--- config.mk ---
export PLATFORM = sky130hd
export DESIGN_NAME = instr_fetch_decode
export DESIGN_NICKNAME = d
export VERILOG_FILES = /design/src/rtl/instr_fetch_decode.sv
export SDC_FILE = /design/constraint.sdc
export NUM_CORES = 1
export LEC_CHECK = 0
export CAP_MARGIN = 0
export CORE_ASPECT_RATIO = 1.4
export CORE_MARGIN = 2
export CORE_UTILIZATION = 40
export DETAILED_ROUTE_END_ITERATION = 12
export PLACE_DENSITY = 0.92
export SYNTH_ARGS = -nofsm -noshare
export SYNTH_HDL_FRONTEND = slang
export SYNTH_SLANG_ARGS = --single-unit
export TNS_END_PERCENT = 20
--- constraint.sdc ---
create_clock -name clk -period 3.45 [get_ports clk]
set_clock_uncertainty 0.2 [all_clocks]
set_input_delay 0.69 -clock clk [delete_from_list [all_inputs] [get_ports clk]]
set_output_delay 0.69 -clock clk [all_outputs]
set_load 0.1 [all_outputs]
--- src/rtl/instr_fetch_decode.sv ---
// instr_fetch_decode: multi-cycle instruction fetch and decode stage.
// Fetches 16-bit instructions over a req/ack handshake, holds each one in an
// instruction register and splits it into opcode, 12-bit immediate and the
// 2-bit format code that feeds sign_extend.
// Optional feature macro: IFD_HALT_EN. When defined, instruction 16'hFFFF
// parks the core in HALT (left only by reset). When undefined, there is no
// HALT state, halted is tied low and 16'hFFFF decodes as a normal instruction.
module instr_fetch_decode #(
  parameter logic [15:0] RESET_PC = 16'h0000
) (
  input  logic        clk,
  input  logic        rst,
  output logic        mem_req,
  output logic [15:0] mem_addr,
  input  logic [15:0] mem_rdata,
  input  logic        mem_ack,
  input  logic        stall,
  input  logic        branch_taken,
  input  logic [15:0] branch_target,
  output logic [15:0] pc,
  output logic [15:0] ir,
  output logic [3:0]  opcode,
  output logic [11:0] imm,
  output logic [1:0]  SignalIn,
  output logic        dec_valid,
  output logic        halted
);

  typedef enum logic [1:0] {
    S_IDLE,
    S_FETCH,
    S_DECODE
`ifdef IFD_HALT_EN
    , S_HALT
`endif
  } state_t;

  state_t      r_state;
  state_t      w_next_state;
  logic [15:0] r_pc;
  logic [15:0] r_ir;
  logic        w_accept;
  logic        w_latch_ir;
  logic        w_halt_instr;

  // The halt opcode only exists when the feature is built in.
`ifdef IFD_HALT_EN
  assign w_halt_instr = (r_ir == 16'hFFFF);
`else
  assign w_halt_instr = 1'b0;
`endif

  // ir captures memory data only on an acknowledged fetch; stray acks elsewhere are ignored.
  assign w_latch_ir = (r_state == S_FETCH) && mem_ack;

  // State register; asynchronous reset returns the machine to IDLE at once.
  always_ff @(posedge clk or posedge rst) begin
    // NOTE: state is written with non-blocking assignments so every flop samples
    // pre-edge values; blocking here would create order-dependent simulation races.
    if (rst) r_state <= S_IDLE;
    else     r_state <= w_next_state;
  end

  // Next-state logic and accept-cycle detection.
  always_comb begin
    // NOTE: defaults first so every path assigns every output; otherwise a
    // missing branch would infer a latch.
    w_next_state = r_state;
    w_accept     = 1'b0;
    case (r_state)
      S_IDLE:   w_next_state = S_FETCH;
      S_FETCH:  if (mem_ack) w_next_state = S_DECODE;
      S_DECODE: begin
        // Stall wins over a simultaneous branch: nothing moves while stalled.
        if (!stall) begin
          w_accept = 1'b1;
`ifdef IFD_HALT_EN
          if (w_halt_instr) w_next_state = S_HALT;
          else              w_next_state = S_FETCH;
`else
          w_next_state = S_FETCH;
`endif
        end
      end
`ifdef IFD_HALT_EN
      S_HALT:   w_next_state = S_HALT;
`endif
      default:  w_next_state = S_IDLE;
    endcase
  end

  // Program counter: redirect or sequential advance (wrapping) on accept; frozen on halt.
  always_ff @(posedge clk or posedge rst) begin
    if (rst) begin
      r_pc <= RESET_PC;
    end else if (w_accept && !w_halt_instr) begin
      r_pc <= branch_taken ? branch_target : (r_pc + 16'd1);
    end
  end

  // Instruction register: loaded on the acknowledged fetch, held through DECODE.
  always_ff @(posedge clk or posedge rst) begin
    if (rst)             r_ir <= 16'h0000;
    else if (w_latch_ir) r_ir <= mem_rdata;
  end

  // All outputs are decoded from registered state only.
  assign mem_req   = (r_state == S_FETCH);
  assign dec_valid = (r_state == S_DECODE);
`ifdef IFD_HALT_EN
  assign halted    = (r_state == S_HALT);
`else
  assign halted    = 1'b0;
`endif
  assign mem_addr  = r_pc;
  assign pc        = r_pc;
  assign ir        = r_ir;
  assign opcode    = r_ir[15:12];
  assign imm       = r_ir[11:0];
  assign SignalIn  = r_ir[15:14];

endmodule

==> flow_summary.json <==
{
  "outcome": "completed",
  "regArea_sq_um": 850.8,
  "muxShareOfSynthArea_pct": 10.17,
  "grt.busiest_layer": "met2",
  "ys_ff_latch": 34,
  "rows": 30,
  "die_h_um": 87.00,
  "synthArstFlopShare_pct": 100.0,
  "cts_htree_levels": 2,
  "worstHoldPathType": "flip-flop to flip-flop",
  "hold_viol": 0,
  "synthesis.instances": 197,
  "initial_utilization_pct": 40.96,
  "die_w_um": 63.29,
  "synth_edf_count": 0,
  "fin_crit_sh_pct": 71.98,
  "grt_pass1_vias": 1584,
  "filler_cell_count": 428,
  "use_met2_pct": 29.69,
  "core_sq_um": 4805,
  "grt_use_met3_pct": 4.916,
  "num_antenna_cells": 0,
  "fin_tns_setup_ns": 0,
  "wl_per_cell_um": 13.87,
  "critical_path.max_stage_delay_ns": 0.66,
  "path_class": "input port to flip-flop",
  "grt_pass1_wl_um": 7334,
  "syn_nets": 235,
  "synth_top_family_by_area": "buffers and inverters",
  "grt_max_degree": 35,
  "cts_buffers": 5,
  "ys_seq_area_share_pct": 43.23,
  "wirelength_um": 4633,
  "cp.arrival_ns": 2.44,
  "worst_slack_ns": 0.9666,
  "yosysUniqueCellTypes": 40,
  "yosys_warnings": 0,
  "path_cells": "clkdlybuf4s50_1 > or3b_1 > nor4_4 > and2b_1 > a211oi_1",
  "synth_simple_gate_area_share_pct": 14.05,
  "worstPathMaxFanout": 17,
  "grt_setup_unrepaired": "false",
  "viasPerCell": 5.183,
  "dp_hpwl_um": 3487,
  "slew_viol_final": 0,
  "synth_fa_ha_area_share_pct": 0.6357,
  "drtPass1Iterations": 4,
  "r2r_cells": 4,
  "path_buf_inv": 1,
  "multiInputGateArea_sq_um": 794.5,
  "drc_errors": 0,
  "io_buffers": 104,
  "post_cts_buffers": 0,
  "ctsRootBufferMaster": "clkbuf_8",
  "tightest_slew_ns": 0.6943,
  "yosys.area_share.xor_xnor_pct": 0,
  "dieArea_sq_um": 5505,
  "path_clk_slew_ns": 0.07,
  "grt_usage_pct": 16.64,
  "hold_path_depth": 1,
  "dp_worst_setup_slack_ns": 0.6833,
  "clk_latency_ns": 0.28,
  "use_met1_pct": 19.54,
  "clkSinkCount": 34,
  "vias": 1731,
  "end_kind": "flip-flop",
  "synth-main-ff-cell": "dfrtp_1",
  "relSlewSlack_pct": 53.60,
  "antenna_found_initial": 0,
  "setup_violations": 0,
  "max_freq_mhz": 402.7,
  "required_ns": 3.41,
  "post_cts_resized": 0,
  "path_delay_family": "simple AND/OR/NAND/NOR gates",
  "period_needed_ns": 2.483,
  "drive_gt1_share_pct": 36.30,
  "globalRouteOverflowTotal": 0,
  "tritoncts": "done",
  "finalNetCount": 307,
  "cp-start-kind": "input port",
  "globalplace.congestion": 0.7849,
  "cts_buffer_depth": 2,
  "drt_iter0_drc": 74,
  "worst-path-stages": 5,
  "hold_buffers": 0,
  "ios": 106,
  "cp_slowest_cell": "or3b_1",
  "ant_nets": 0,
  "synth_compound_area_share_pct": 15.32,
  "syn_area_sq_um": 1968,
  "syn_area_per_cell_sq_um": 9.991,
  "area_delta_synth_final_pct": 39.22,
  "max_cap_viol_count": 0
}
## layer usage
| metal | up-vias | share of wire [%] | routed length (um) |
|---|---|---|---|
| li1 | 820 | - | - |
| met3 | 6 | 9.2 | 426 |
| met1 | 814 | 39 | 1802 |
| met4 | 0 | 0.97 | 45 |
| met5 | - | 0 | 0 |
| met2 | 91 | 51 | 2359 |
## worst paths after layout
| kind | start | end | slack, ns |
|---|---|---|---|
| setup / recovery | stall | mem_addr[10]$_DFFE_PP0P_ | 0.97 |
| hold / removal | ir[12]$_DFFE_PP0P_ | ir[12]$_DFFE_PP0P_ | 0.33 |
| setup reg to reg | r_state[0]$_DFFE_PP0P_ | mem_addr[10]$_DFFE_PP0P_ | 1.42 |
| hold reg to reg | ir[12]$_DFFE_PP0P_ | ir[12]$_DFFE_PP0P_ | 0.33 |
| max in group asynchronous | rst | ir[12]$_DFFE_PP0P_ | 2.15 |
| min in group asynchronous | rst | ir[7]$_DFFE_PP0P_ | 0.59 |
## cells by family after synthesis
family          after synthesis
simple gates                 48
flops                        34
other cells                   1
mux                          18
compound gates               46
buf+inv                      49
fa+ha+maj                     1
## per-stage QoR
stage          std cells  util (%)  cell area [sq um]  hold slack (ns)
6_report             334     57.03               2740           0.3337
3_5_place_dp         326     55.13               2649           0.3238
4_1_cts              334     57.03               2740           0.3391
3_3_place_gp         326     55.13               2649           0.3125
5_1_grt              334     57.03               2740           0.3590
2_1_floorplan        197         -               1968           0.2886
## registers in the layout, summed over array words and instances (netlist names)
name,flops
mem_addr,16
ir,16
r_state,2
## final cells by class
type / count / area share, %
well taps: 64 / 2.922
multi-input cells: 114 / 29.00
clock inverters: 1 / 0.1826
flip-flops and latches: 34 / 31.05
repair buffers: 108 / 32.88
clock buffers: 7 / 3.151
inverters: 6 / 0.8219
## cell usage after synthesis (4+ instances only)
master	count	area, sq um
inv_1	6	22.52
o21ai_0	16	80.08
a31oi_1	4	25.02
nand3_1	5	25.02
a211oi_1	4	30.03
buf_4	36	270.3
mux2_2	16	180.2
a21oi_1	6	30.03
a311oi_1	4	35.03
nand2_1	8	30.03
nand3b_1	4	30.03
nor3_1	7	35.03
clkbuf_1	4	15.01
nor2_1	10	37.54
dfrtp_1	34	850.8
## layout by cell type (no fill, tap or decap), types with 2 or more instances in the layout
cell / instances
nor2_1: 10
o21ai_0: 16
clkbuf_8: 6
mux2i_1: 2
clkdlybuf4s50_1: 36
nand3b_1: 4
nand4_1: 3
buf_4: 72
inv_1: 6
dfrtp_1: 34
mux2_2: 16
nand3_1: 5
nand2_1: 8
a211oi_1: 4
a311oi_1: 4
and3_1: 2
a21oi_1: 6
nor3_1: 7
and2b_1: 2
a31oi_1: 4
o22a_1: 2
Power is not shown: default switching activity piles up to over one toggle a cycle in this logic, so the estimate is an artifact.
